File: config.mk
export PLATFORM = sky130hd
export DESIGN_NAME = seq_alu
export DESIGN_NICKNAME = d
export VERILOG_FILES = /design/src/rtl/seq_alu.sv
export SDC_FILE = /design/constraint.sdc
export NUM_CORES = 1
export LEC_CHECK = 0
export ABC_AREA = 1
export BUFFER_PORTS_ARGS = -buffer_cell sky130_fd_sc_hd__buf_2
export CAP_MARGIN = 5
export CORE_MARGIN = 3
export CORE_UTILIZATION = 35
export DETAILED_ROUTE_END_ITERATION = 6
export SYNTH_ARGS = -nofsm -noshare
export SYNTH_HDL_FRONTEND = slang
export SYNTH_SLANG_ARGS = --single-unit
export TNS_END_PERCENT = 50
File: constraint.sdc
create_clock -name clk -period 9.8 [get_ports clk]
set_clock_uncertainty 0.05 [all_clocks]
set_input_delay 1.47 -clock clk [delete_from_list [all_inputs] [get_ports clk]]
set_output_delay 1.47 -clock clk [all_outputs]
set_load 0.01 [all_outputs]
File: src/rtl/seq_alu.sv
// seq_alu: multi-cycle saturating ALU with a valid/ready handshake.
// The operation is accepted in IDLE, evaluated in EXEC and presented in DONE.
// Non-shift ops spend one cycle in EXEC. Shift ops spend shamt+1 cycles there,
// moving one bit per cycle.
//
// Ports:
//   clk, rst_n        clock; asynchronous active-low reset
//   in_valid/in_ready operation handshake (in_ready only in IDLE)
//   a, b, opcode      operands and opcode, latched on the accept edge
//                     (b[SHW-1:0] is the shift/rotate amount)
//   out_valid/out_ready result handshake (out_valid only in DONE)
//   result, flags     registered result and {N,V,Z}
//   busy              state is not IDLE
module seq_alu #(
  parameter int WIDTH = 16,
  parameter int SHW   = $clog2(WIDTH)
) (
  input  logic             clk,
  input  logic             rst_n,
  input  logic             in_valid,
  output logic             in_ready,
  input  logic [WIDTH-1:0] a,
  input  logic [WIDTH-1:0] b,
  input  logic [2:0]       opcode,
  output logic             out_valid,
  input  logic             out_ready,
  output logic [WIDTH-1:0] result,
  output logic [2:0]       flags,
  output logic             busy
);

  typedef enum logic [1:0] {IDLE = 2'd0, EXEC = 2'd1, DONE = 2'd2} state_e;

  localparam logic [2:0] OP_ADD    = 3'b000;
  localparam logic [2:0] OP_SUB    = 3'b001;
  localparam logic [2:0] OP_XOR    = 3'b010;
  localparam logic [2:0] OP_RED    = 3'b011;
  localparam logic [2:0] OP_SLL    = 3'b100;
  localparam logic [2:0] OP_SRA    = 3'b101;
  localparam logic [2:0] OP_ROR    = 3'b110;
  localparam logic [2:0] OP_PADDSB = 3'b111;

  localparam logic [WIDTH-1:0] SAT_MAX  = {1'b0, {(WIDTH-1){1'b1}}};
  localparam logic [WIDTH-1:0] SAT_MIN  = {1'b1, {(WIDTH-1){1'b0}}};
  localparam logic [SHW-1:0]   CNT_ONE  = {{(SHW-1){1'b0}}, 1'b1};
  localparam logic [SHW-1:0]   CNT_ZERO = {SHW{1'b0}};

  state_e           state_q, state_d;
  logic [WIDTH-1:0] a_q, a_d, b_q, b_d, work_q, work_d, result_q, result_d;
  logic [2:0]       op_q, op_d, flags_q, flags_d;
  logic [SHW-1:0]   cnt_q, cnt_d;

  logic             is_shift;
  logic             arith_ovf;
  logic [WIDTH:0]   arith_ext;
  logic [WIDTH-1:0] arith_res, red_sum, padd_res, alu_res;
  logic [4:0]       lane_sum;

  // Handshake and status outputs decode directly from the state register.
  assign in_ready  = (state_q == IDLE);
  assign out_valid = (state_q == DONE);
  assign busy      = (state_q != IDLE);
  assign result    = result_q;
  assign flags     = flags_q;

  // Combinational datapath for the single-cycle ops, fed only from latched operands.
  always_comb begin
    is_shift = 1'b0;
    // One extra sign bit: overflow shows up as a disagreement between the top two bits.
    if (op_q == OP_SUB) begin
      arith_ext = {a_q[WIDTH-1], a_q} - {b_q[WIDTH-1], b_q};
    end else begin
      arith_ext = {a_q[WIDTH-1], a_q} + {b_q[WIDTH-1], b_q};
    end
    arith_ovf = arith_ext[WIDTH] ^ arith_ext[WIDTH-1];
    if (arith_ovf) begin
      arith_res = arith_ext[WIDTH] ? SAT_MIN : SAT_MAX;
    end else begin
      arith_res = arith_ext[WIDTH-1:0];
    end

    // The byte sum always fits in WIDTH bits, so a WIDTH-bit accumulator is exact.
    red_sum = {WIDTH{1'b0}};
    for (int i = 0; i < WIDTH/8; i++) begin
      red_sum = red_sum + {{(WIDTH-8){a_q[8*i+7]}}, a_q[8*i +: 8]}
                        + {{(WIDTH-8){b_q[8*i+7]}}, b_q[8*i +: 8]};
    end

    padd_res = {WIDTH{1'b0}};
    lane_sum = 5'b00000;
    for (int i = 0; i < WIDTH/4; i++) begin
      lane_sum = {a_q[4*i+3], a_q[4*i +: 4]} + {b_q[4*i+3], b_q[4*i +: 4]};
      if (lane_sum[4] != lane_sum[3]) begin
        padd_res[4*i +: 4] = lane_sum[4] ? 4'b1000 : 4'b0111;
      end else begin
        padd_res[4*i +: 4] = lane_sum[3:0];
      end
    end

    case (op_q)
      OP_ADD, OP_SUB: alu_res = arith_res;
      OP_XOR:         alu_res = a_q ^ b_q;
      OP_RED:         alu_res = red_sum;
      OP_PADDSB:      alu_res = padd_res;
      OP_SLL, OP_SRA, OP_ROR: begin
        alu_res  = work_q;
        is_shift = 1'b1;
      end
      default:        alu_res = {WIDTH{1'b0}};
    endcase
  end

  // Next-state logic: handshake sequencing, bit-serial shifting and result/flag update.
  always_comb begin
    state_d  = state_q;
    a_d      = a_q;
    b_d      = b_q;
    op_d     = op_q;
    cnt_d    = cnt_q;
    work_d   = work_q;
    result_d = result_q;
    flags_d  = flags_q;
    case (state_q)
      IDLE: begin
        if (in_valid) begin
          a_d     = a;
          b_d     = b;
          op_d    = opcode;
          cnt_d   = b[SHW-1:0];
          work_d  = a;
          state_d = EXEC;
        end else begin
          state_d = IDLE;
        end
      end
      EXEC: begin
        if (is_shift && (cnt_q != CNT_ZERO)) begin
          cnt_d = cnt_q - CNT_ONE;
          case (op_q)
            OP_SLL:  work_d = {work_q[WIDTH-2:0], 1'b0};
            OP_SRA:  work_d = {work_q[WIDTH-1], work_q[WIDTH-1:1]};
            OP_ROR:  work_d = {work_q[0], work_q[WIDTH-1:1]};
            default: work_d = work_q;
          endcase
        end else begin
          result_d   = alu_res;
          flags_d[0] = (alu_res == {WIDTH{1'b0}});
          // N and V describe signed arithmetic only; other ops leave them alone.
          if ((op_q == OP_ADD) || (op_q == OP_SUB)) begin
            flags_d[2] = alu_res[WIDTH-1];
            flags_d[1] = arith_ovf;
          end else begin
            flags_d[2] = flags_q[2];
            flags_d[1] = flags_q[1];
          end
          state_d = DONE;
        end
      end
      DONE: begin
        if (out_ready) begin
          state_d = IDLE;
        end else begin
          state_d = DONE;
        end
      end
      default: state_d = IDLE;
    endcase
  end

  // State and datapath registers with asynchronous reset.
  always_ff @(posedge clk or negedge rst_n) begin
    if (!rst_n) begin
      state_q  <= IDLE;
      a_q      <= {WIDTH{1'b0}};
      b_q      <= {WIDTH{1'b0}};
      op_q     <= 3'b000;
      cnt_q    <= {SHW{1'b0}};
      work_q   <= {WIDTH{1'b0}};
      result_q <= {WIDTH{1'b0}};
      flags_q  <= 3'b000;
    end else begin
      state_q  <= state_d;
      a_q      <= a_d;
      b_q      <= b_d;
      op_q     <= op_d;
      cnt_q    <= cnt_d;
      work_q   <= work_d;
      result_q <= result_d;
      flags_q  <= flags_d;
    end
  end

endmodule
Word level (Yosys, flattened, before mapping)
Cells that the tools add are included.
Cells by class
  add/sub/neg operators: 10
  equality and inequality tests: 19
  bitwise gates (word level): 3
  reduce and logical (&&, ||, !) cells: 16
  mux-type cells: 24
Operators by type and width (count)
  one-hot mux 16 bit (5 select lines): 1
  2-to-1 mux 16 bit: 4
  one-hot mux 16 bit (3 select lines): 1
  2-to-1 mux 4 bit: 10
  one-hot mux 16 bit (2 select lines): 1
  adder 4 x 4 -> 5 bit: 4
  adder 16 x 16 -> 17 bit: 1
  2-to-1 mux 17 bit: 1
  subtractor 16 x 16 -> 17 bit: 1
  zero test 16 bit: 1
  bitwise XOR 16 bit: 1
  equality test 3 bit, second input constant: 4
  adder 10 x 8 -> 11 bit: 1
  adder 9 x 8 -> 10 bit: 1
  adder 8 x 8 -> 9 bit: 1
  != test 2 bit, second input constant: 4
  one-hot mux 4 bit (2 select lines): 1
  equality test 3 x 2 -> 1 bit, second input constant: 2
  one-hot mux 2 bit (3 select lines): 1
  AND reduction 3 bit: 2
  AND reduction 5 bit: 1
  2-to-1 mux 2 bit: 2
  != test 1 bit: 4
  != test 4 x 1 -> 1 bit, second input constant: 1
  other kinds (18): 21
Word-level totals
  register bits: 76
  output and inout bits: 22
  input bits: 39

Longest topological paths before layout
Gate-level depths: netlist of the first run.
  word-level depth: 6
  depth in mapped cells: 27
  mapped depth without buffers: 27

Least setup slack after synthesis of the first run
OpenSTA, ideal clock, no wires.
  path kind: register -> register
  from: reg a_q[1]
  to: reg flags_q[0] (netlist: flags[0])
  buffers on the path: 0
  data arrival time: 3.230 ns
  stages on the path, launching flop included: 17
  path slack: 6.455 ns
  required time: 9.685 ns
  library setup time: 0.065 ns
  cells stage by stage: dfrtp_1 inv_1 fa_1 fa_1 inv_1 ha_1 fa_1 or2_2 nand3_1 nand2_1 a2111oi_0 a21oi_1 nor2_1 nand2_1 nor2_1 nand3_1 nand2_1
Between the ends
  longest elaborated chain between the ends: 6
  elaborated cells between the ends (all ways): 16
  classes of those cells: add/sub (6); eq/ne (1); mux (6); bitwise (2); reduce/logical (1)
Ends and longest elaborated chain
  start, declared: RTL line 49  | logic [WIDTH-1:0] a_q, a_d, b_q, b_d, work_q, work_d, result_q, result_d;
  start signal, assigned: RTL line 174  | a_q <= {WIDTH{1'b0}};
  branches (longest 4 deep; another with adder 10 x 8 -> 11 bit)
  one-hot mux 16 bit (5 select lines) (*): RTL line 100  | case (op_q)
  zero test 16 bit (*): RTL line 147  | flags_d[0] = (alu_res == {WIDTH{1'b0}});
  end signal, assigned: RTL line 189  | flags_q <= flags_d;
  end, declared: RTL line 50  | logic [2:0] op_q, op_d, flags_q, flags_d;
Mark *: on every way between the ends.
A chain may end at the register's enable or synchronous reset.

Worst setup path after layout of the first run
Ends and elaborated chain as after synthesis.

==> results.ini, run 1 <==
[outcome]
status=finished clean

[drt]
drt_first_pass_iters=7
drc_errors=0
drt_iter0_markers=445
wire_per_inst_um=16.78
avgViaCountPerCell=5.033
antenna_left=0
drt-total-wl_um=21070
vias=6322

[global_routing]
grt_usage_pct=20.21
first_global_vias=6208
antenna_found_initial=0
grt_max_degree=77
grt_overflow_total=0
grt_pass1_wl_um=33930

[critical_path]
timing.critical_path.from=a_q[1]
crit_top_cell=nand2_1
crit_type=flip-flop to flip-flop
cp_max_fo=6
end_kind=flip-flop
path_cells=inv_1 -> fa_1 -> fa_1 -> inv_1 -> ha_1 -> fa_1 -> nand2_1 -> nand2_1 -> nand2_1 -> nand2_1 -> nand2_1 -> nand2_1 -> a21oi_1 -> xor2_1 -> o21ai_0 -> nand2_1 -> nand2_1 -> nor2_1 -> nand3_1 -> nand2_1
timing.rr.start=a_q[1]
critPathMaxStageDelay_ps=520
critical_path_required_ps=9990
start_kind=flip-flop
crit_arrival_ps=4390
cp_slowest_cell=dfrtp_1

[hold_path]
hold_path_class=flip-flop to flip-flop
hold_start=result[13]

[clock_tree]
clk_pin_slew_ps=70
clock_sinks=76
cts_buffers=9
cts_root_buffer=clkbuf_16
clk_latency_ps=350
htreeDepth=3
clockBufferDepth=2
cts_tree=built
post_cts_buffers=0
holdBufCountCts=0
ctsResizeCount=0

[sta]
slew_headroom_pct=32.19
max_slew.worst_pin.slew_ps=1017
drv_slew=0
rsz0062_at_grt=false
hold_viol=0
period_needed_ps=4199
fmax_mhz=238.2
fin_crit_sh_pct=42.84
tns_ps=0
finalSetupViolations=0

[place]
io_buffer_count=60
hpwl_um=17000
place_congestion=0.9325
placedCellCount=1240

[layout]
final_util_pct=40.66
syn_to_final_growth_pct=13.14
fill_cells=2038
fin_cells=1256
fin_nets=1102
num_antenna_cells=0
drive_above_1_share_pct=12.45

[synthesis]
syn_nets=1050
ys_ff_latch=76
yosys_most_used_dff=dfrtp_1
syn-mean-instance-area_um2=7.230
syn_inst=939
yosysSeqAreaShare_pct=28.01
syn_area_mm2=0.006789
synth-edff-count=0
yosysWarnings=0
synth_cell_types=57
synth-async-reset-ratio_pct=100.0

[floorplanning]
die_area_mm2=0.02110
core_area_mm2=0.01889
start_util_pct=35.93
die_height_um=145.3
pin_count=61
die_w_um=145.3
rows=50

[job]
cap_violations=0

## area by class of cell
| class | count | area (um2) | share of cell area (%) |
|---|---|---|---|
| clock buffer | 10 | 239.0 | 3.111 |
| sequential | 76 | 1902 | 24.76 |
| inverter | 170 | 640.6 | 8.340 |
| multi-input combinational | 671 | 4155 | 54.10 |
| timing repair buffer | 63 | 325.3 | 4.235 |
| tap | 260 | 325.3 | 4.235 |
| clock inverter | 6 | 93.84 | 1.222 |
## final timing paths
kind / to / slack, ps / cells after the start
max in group asynchronous: b_q[3] / 7790 / 1
min: result[13] / 420 / 2
max reg2reg: flags[0] / 5600 / 20
max: flags[0] / 5600 / 20
min in group asynchronous: b_q[13] / 1220 / 1
min reg2reg: result[13] / 420 / 2
## state kept, by name (all words and copies together), names as in the netlist
signal   cells
a_q         16
b_q         16
result      16
work_q      16
cnt_q        4
flags        3
op_q         3
state_q      2
## layer usage
layer | part of all wire (%) | routed length [um] | track usage (%)
met3 | 5.5 | 1160 | 3.061
met1 | 48 | 10100 | 29.28
met2 | 44 | 9300 | 31.11
met5 | 0 | 0 | 0
met4 | 2.4 | 514 | 6.220
## per-stage QoR
step	hold WS (ps)	cell area, um2	worst slack, ps
CTS	427.3	7681	5638
floorplan	423.0	6789	6455
detailed placement	410.0	7348	5655
finish	423.3	7681	5601
global placement	409.5	7348	5653
global route	445.1	7681	5309
## Yosys cell counts (3+ instances only)
cell type  instances  area [um2]
a211oi_1           3       22.52
fa_1              22       440.4
nand3_1           39       195.2
o21bai_1           3       22.52
o21ai_0           93       465.5
dfrtp_1           76        1902
o32ai_1            6       52.55
a21oi_2            3       26.28
ha_1              50       625.6
nor2_1            68       255.2
a22oi_1            4       30.03
o21ai_1            3       15.01
a31oi_1            8       50.05
nand2_2            7       43.79
a21oi_1           66       330.3
nand2_1          195       732.0
nand2_4            4       45.04
mux2_2             4       45.04
xnor2_1            8       70.07
nor3_1             8       40.04
or2_2              7       43.79
buf_2              4       20.02
inv_2              3       11.26
inv_1            164       615.6
o22ai_1            9       56.30
clkbuf_1          14       52.55
nand4_1            6       37.54
xor2_1            23       201.4
nor2_4             3       33.78
o31ai_1            3       22.52
## placed cells by master, fill, tap and decap left out, types with 4 or more instances in the layout
master       n
a21oi_1     66
a22oi_1      4
a31oi_1      8
buf_2       59
buf_4        4
clkbuf_16    9
dfrtp_1     76
fa_1        22
ha_1        50
inv_1      164
mux2_2       4
nand2_1    194
nand2_2      8
nand2_4      4
nand3_1     39
nand4_1      6
nor2_1      68
nor3_1       7
o21ai_0     93
o22ai_1      9
o32ai_1      6
or2_2        7
xnor2_1      8
xor2_1      23
## critical path: cells and delay by family (launching register included)
family / cells / cell delay, ps
adders and majority gates: 4 / 1690
and+or+nand+nor: 11 / 950
DFF: 1 / 520
buffers and inverters: 2 / 150
AOI/OAI and AO/OA: 2 / 630
xor gates and xnor gates: 1 / 110
## logic make-up (layout without fill, tap and decap cells)
group,Yosys count,in the layout,share of synthesized area [%]
DFF,76,76,28.01
adders and majority gates,72,72,15.70
buffers and inverters,192,249,10.89
xor gates and xnor gates,31,31,3.999
and+or+nand+nor,350,350,22.74
muxes,4,4,0.6634
AOI/OAI and AO/OA,214,214,17.99
Power of run 1 is left out: the tool's default activity adds up to more than one toggle a clock period on the data nets, which glitch-free logic cannot reach.
==> inputs of run 2 (changes only) <==
==> constraint.sdc (replaced) <==
create_clock -name clk -period 3.8 [get_ports clk]
set_clock_uncertainty 0.05 [all_clocks]
set_input_delay 0.57 -clock clk [delete_from_list [all_inputs] [get_ports clk]]
set_output_delay 0.57 -clock clk [all_outputs]
set_load 0.01 [all_outputs]
==> run 2 against run 1 <==
  * First-iteration DRC count up 17%
  * Flip-flop and latch count unchanged
  * Critical endpoint unchanged
  * Clock-buffer cell count unchanged
  * Utilization up 2.3 points
  * Die area unchanged
  * Wire length up 4.4%
  * Register-to-register slack worse by 5500 ps
  * Hold slack worse by 140 ps
  * Sequential share of layout area down 1.3 points
  * Cell count up 2.9%
==> results.ini, run 2 (same netlist as run 1, synthesis figures left out) <==
[clock_tree]
cts_buffers=9
clockBufferDepth=2
holdBufCountCts=0
htreeDepth=3
clock_sinks=76
cts_root_buffer=clkbuf_16
cts_tree=built
clk_latency_ps=360
clk_pin_slew_ps=70

[critical_path]
path_cells=inv_1 -> fa_1 -> fa_1 -> inv_1 -> ha_1 -> fa_1 -> or2_2 -> nand3_1 -> nand2_1 -> a2111oi_2 -> a21oi_2 -> nor2_1 -> nand2_1 -> nor2_1 -> nand3_1 -> nand2_1
critical_path_required_ps=4040
cp_slowest_cell=fa_1
cp.buffers_inverters=2
reg2reg_depth=16
end_kind=flip-flop
crit_type=flip-flop to flip-flop
start_kind=flip-flop
path_depth=16
critPathMaxStageDelay_ps=510
crit_arrival_ps=3930
cp_max_fo=4
crit_family=adder cells

[layout]
syn_to_final_growth_pct=19.43
fill_cells=1960
multi_input_area_mm2=0.004342
drive_above_1_share_pct=19.28
num_antenna_cells=0
layout_common_cells=179 x nand2_1, 162 x inv_1, 90 x o21ai_0
fin_nets=1138
ff_latch_area_mm2=0.001903
layout_commonest_cell=nand2_1

[sta]
hold_viol=0
fin_crit_sh_pct=97.13
drv_slew=0
fmax_mhz=270.9
slew_headroom_pct=32.35
tns_ps=0
max_slew.worst_pin.slew_ps=1015
rsz0062_at_grt=true
period_needed_ps=3691
whs_ps=283.8
finalSetupViolations=0

[place]
hpwl_um=17560
io_buffer_count=60
place_congestion=0.9687

[drt]
drt_first_pass_iters=5
drc_errors=0
drt-total-wl_um=22010
avgViaCountPerCell=5.064
drt_iter0_markers=520
antenna_left=0
wire_per_inst_um=17.03
vias=6543

[global_routing]
grt_overflow_total=0
grt_pass1_wl_um=34130
grt_usage_pct=20.61
first_global_vias=6264
grt_max_degree=77
antenna_found_initial=0

[floorplanning]
rows=50
die_height_um=145.3
die_area_mm2=0.02110
pin_count=61
die_w_um=145.3
core_area_mm2=0.01889
start_util_pct=35.93

[job]
cap_violations=0

[outcome]
status=finished clean

[hold_path]
hold_path_class=input pin to async pin

==> run 2: changes by cell type in the layout (fill, tap and decap cells not counted), moves of 5 or more <==
| cell | change |
|---|---|
| a21oi_2 | +5 |
| a21oi_1 | -6 |
| nor2_2 | +6 |
| nand2_2 | +13 |
| nor2_1 | -6 |
| nand2_1 | -15 |
| buf_4 | +35 |
==> run 2: routing by layer <==
layer  routed length (um)  global-route usage [%]  share of wire (%)
met3                 1260                   3.810                5.7
met2                10170                   33.40                 46
met4                  484                   5.461                2.2
met1                10090                   28.39                 46
met5                    0                       0                  0
==> run 2: area by class of cell <==
class,count,share of cell area [%]
Tap cell,260,4.012
Multi-Input combinational cell,672,53.55
Sequential cell,76,23.47
Timing Repair Buffer,98,7.253
Inverter,170,7.901
Clock inverter,6,0.8642
Clock buffer,10,2.948
==> run 2: final timing paths <==
check,startpoint,to,slack [ps]
min in group clk,out_ready,state_q[1],320
max in group asynchronous,rst_n,b_q[1],2650
hold reg to reg,result[13],result[13],420
setup reg to reg,b_q[1],flags[0],110
hold / removal,rst_n,result[6],280
setup / recovery,b_q[1],flags[0],110
==> run 2: timing repair <==
action | CTS | global route
hold endpoints to repair | 0 | 0
pin swaps | 0 | 28
gates cloned | 0 | 1
endpoints found under the setup margin | 1 | 18
gates resized for setup | 2 | 50
buffers inserted | 0 | 7
==> run 2: stage by stage <==
step           util [%]  cells  setup WS (ps)  cell area (um2)
2_1_floorplan         -    939          454.9             6789
3_3_place_gp      39.98   1268          21.39             7553
3_5_place_dp      39.98   1268         -22.45             7553
4_1_cts           41.65   1284          8.718             7869
5_1_grt           42.91   1292         -184.2             8108
6_report          42.91   1292          109.2             8108
Power of run 2 is left out for the same reason.
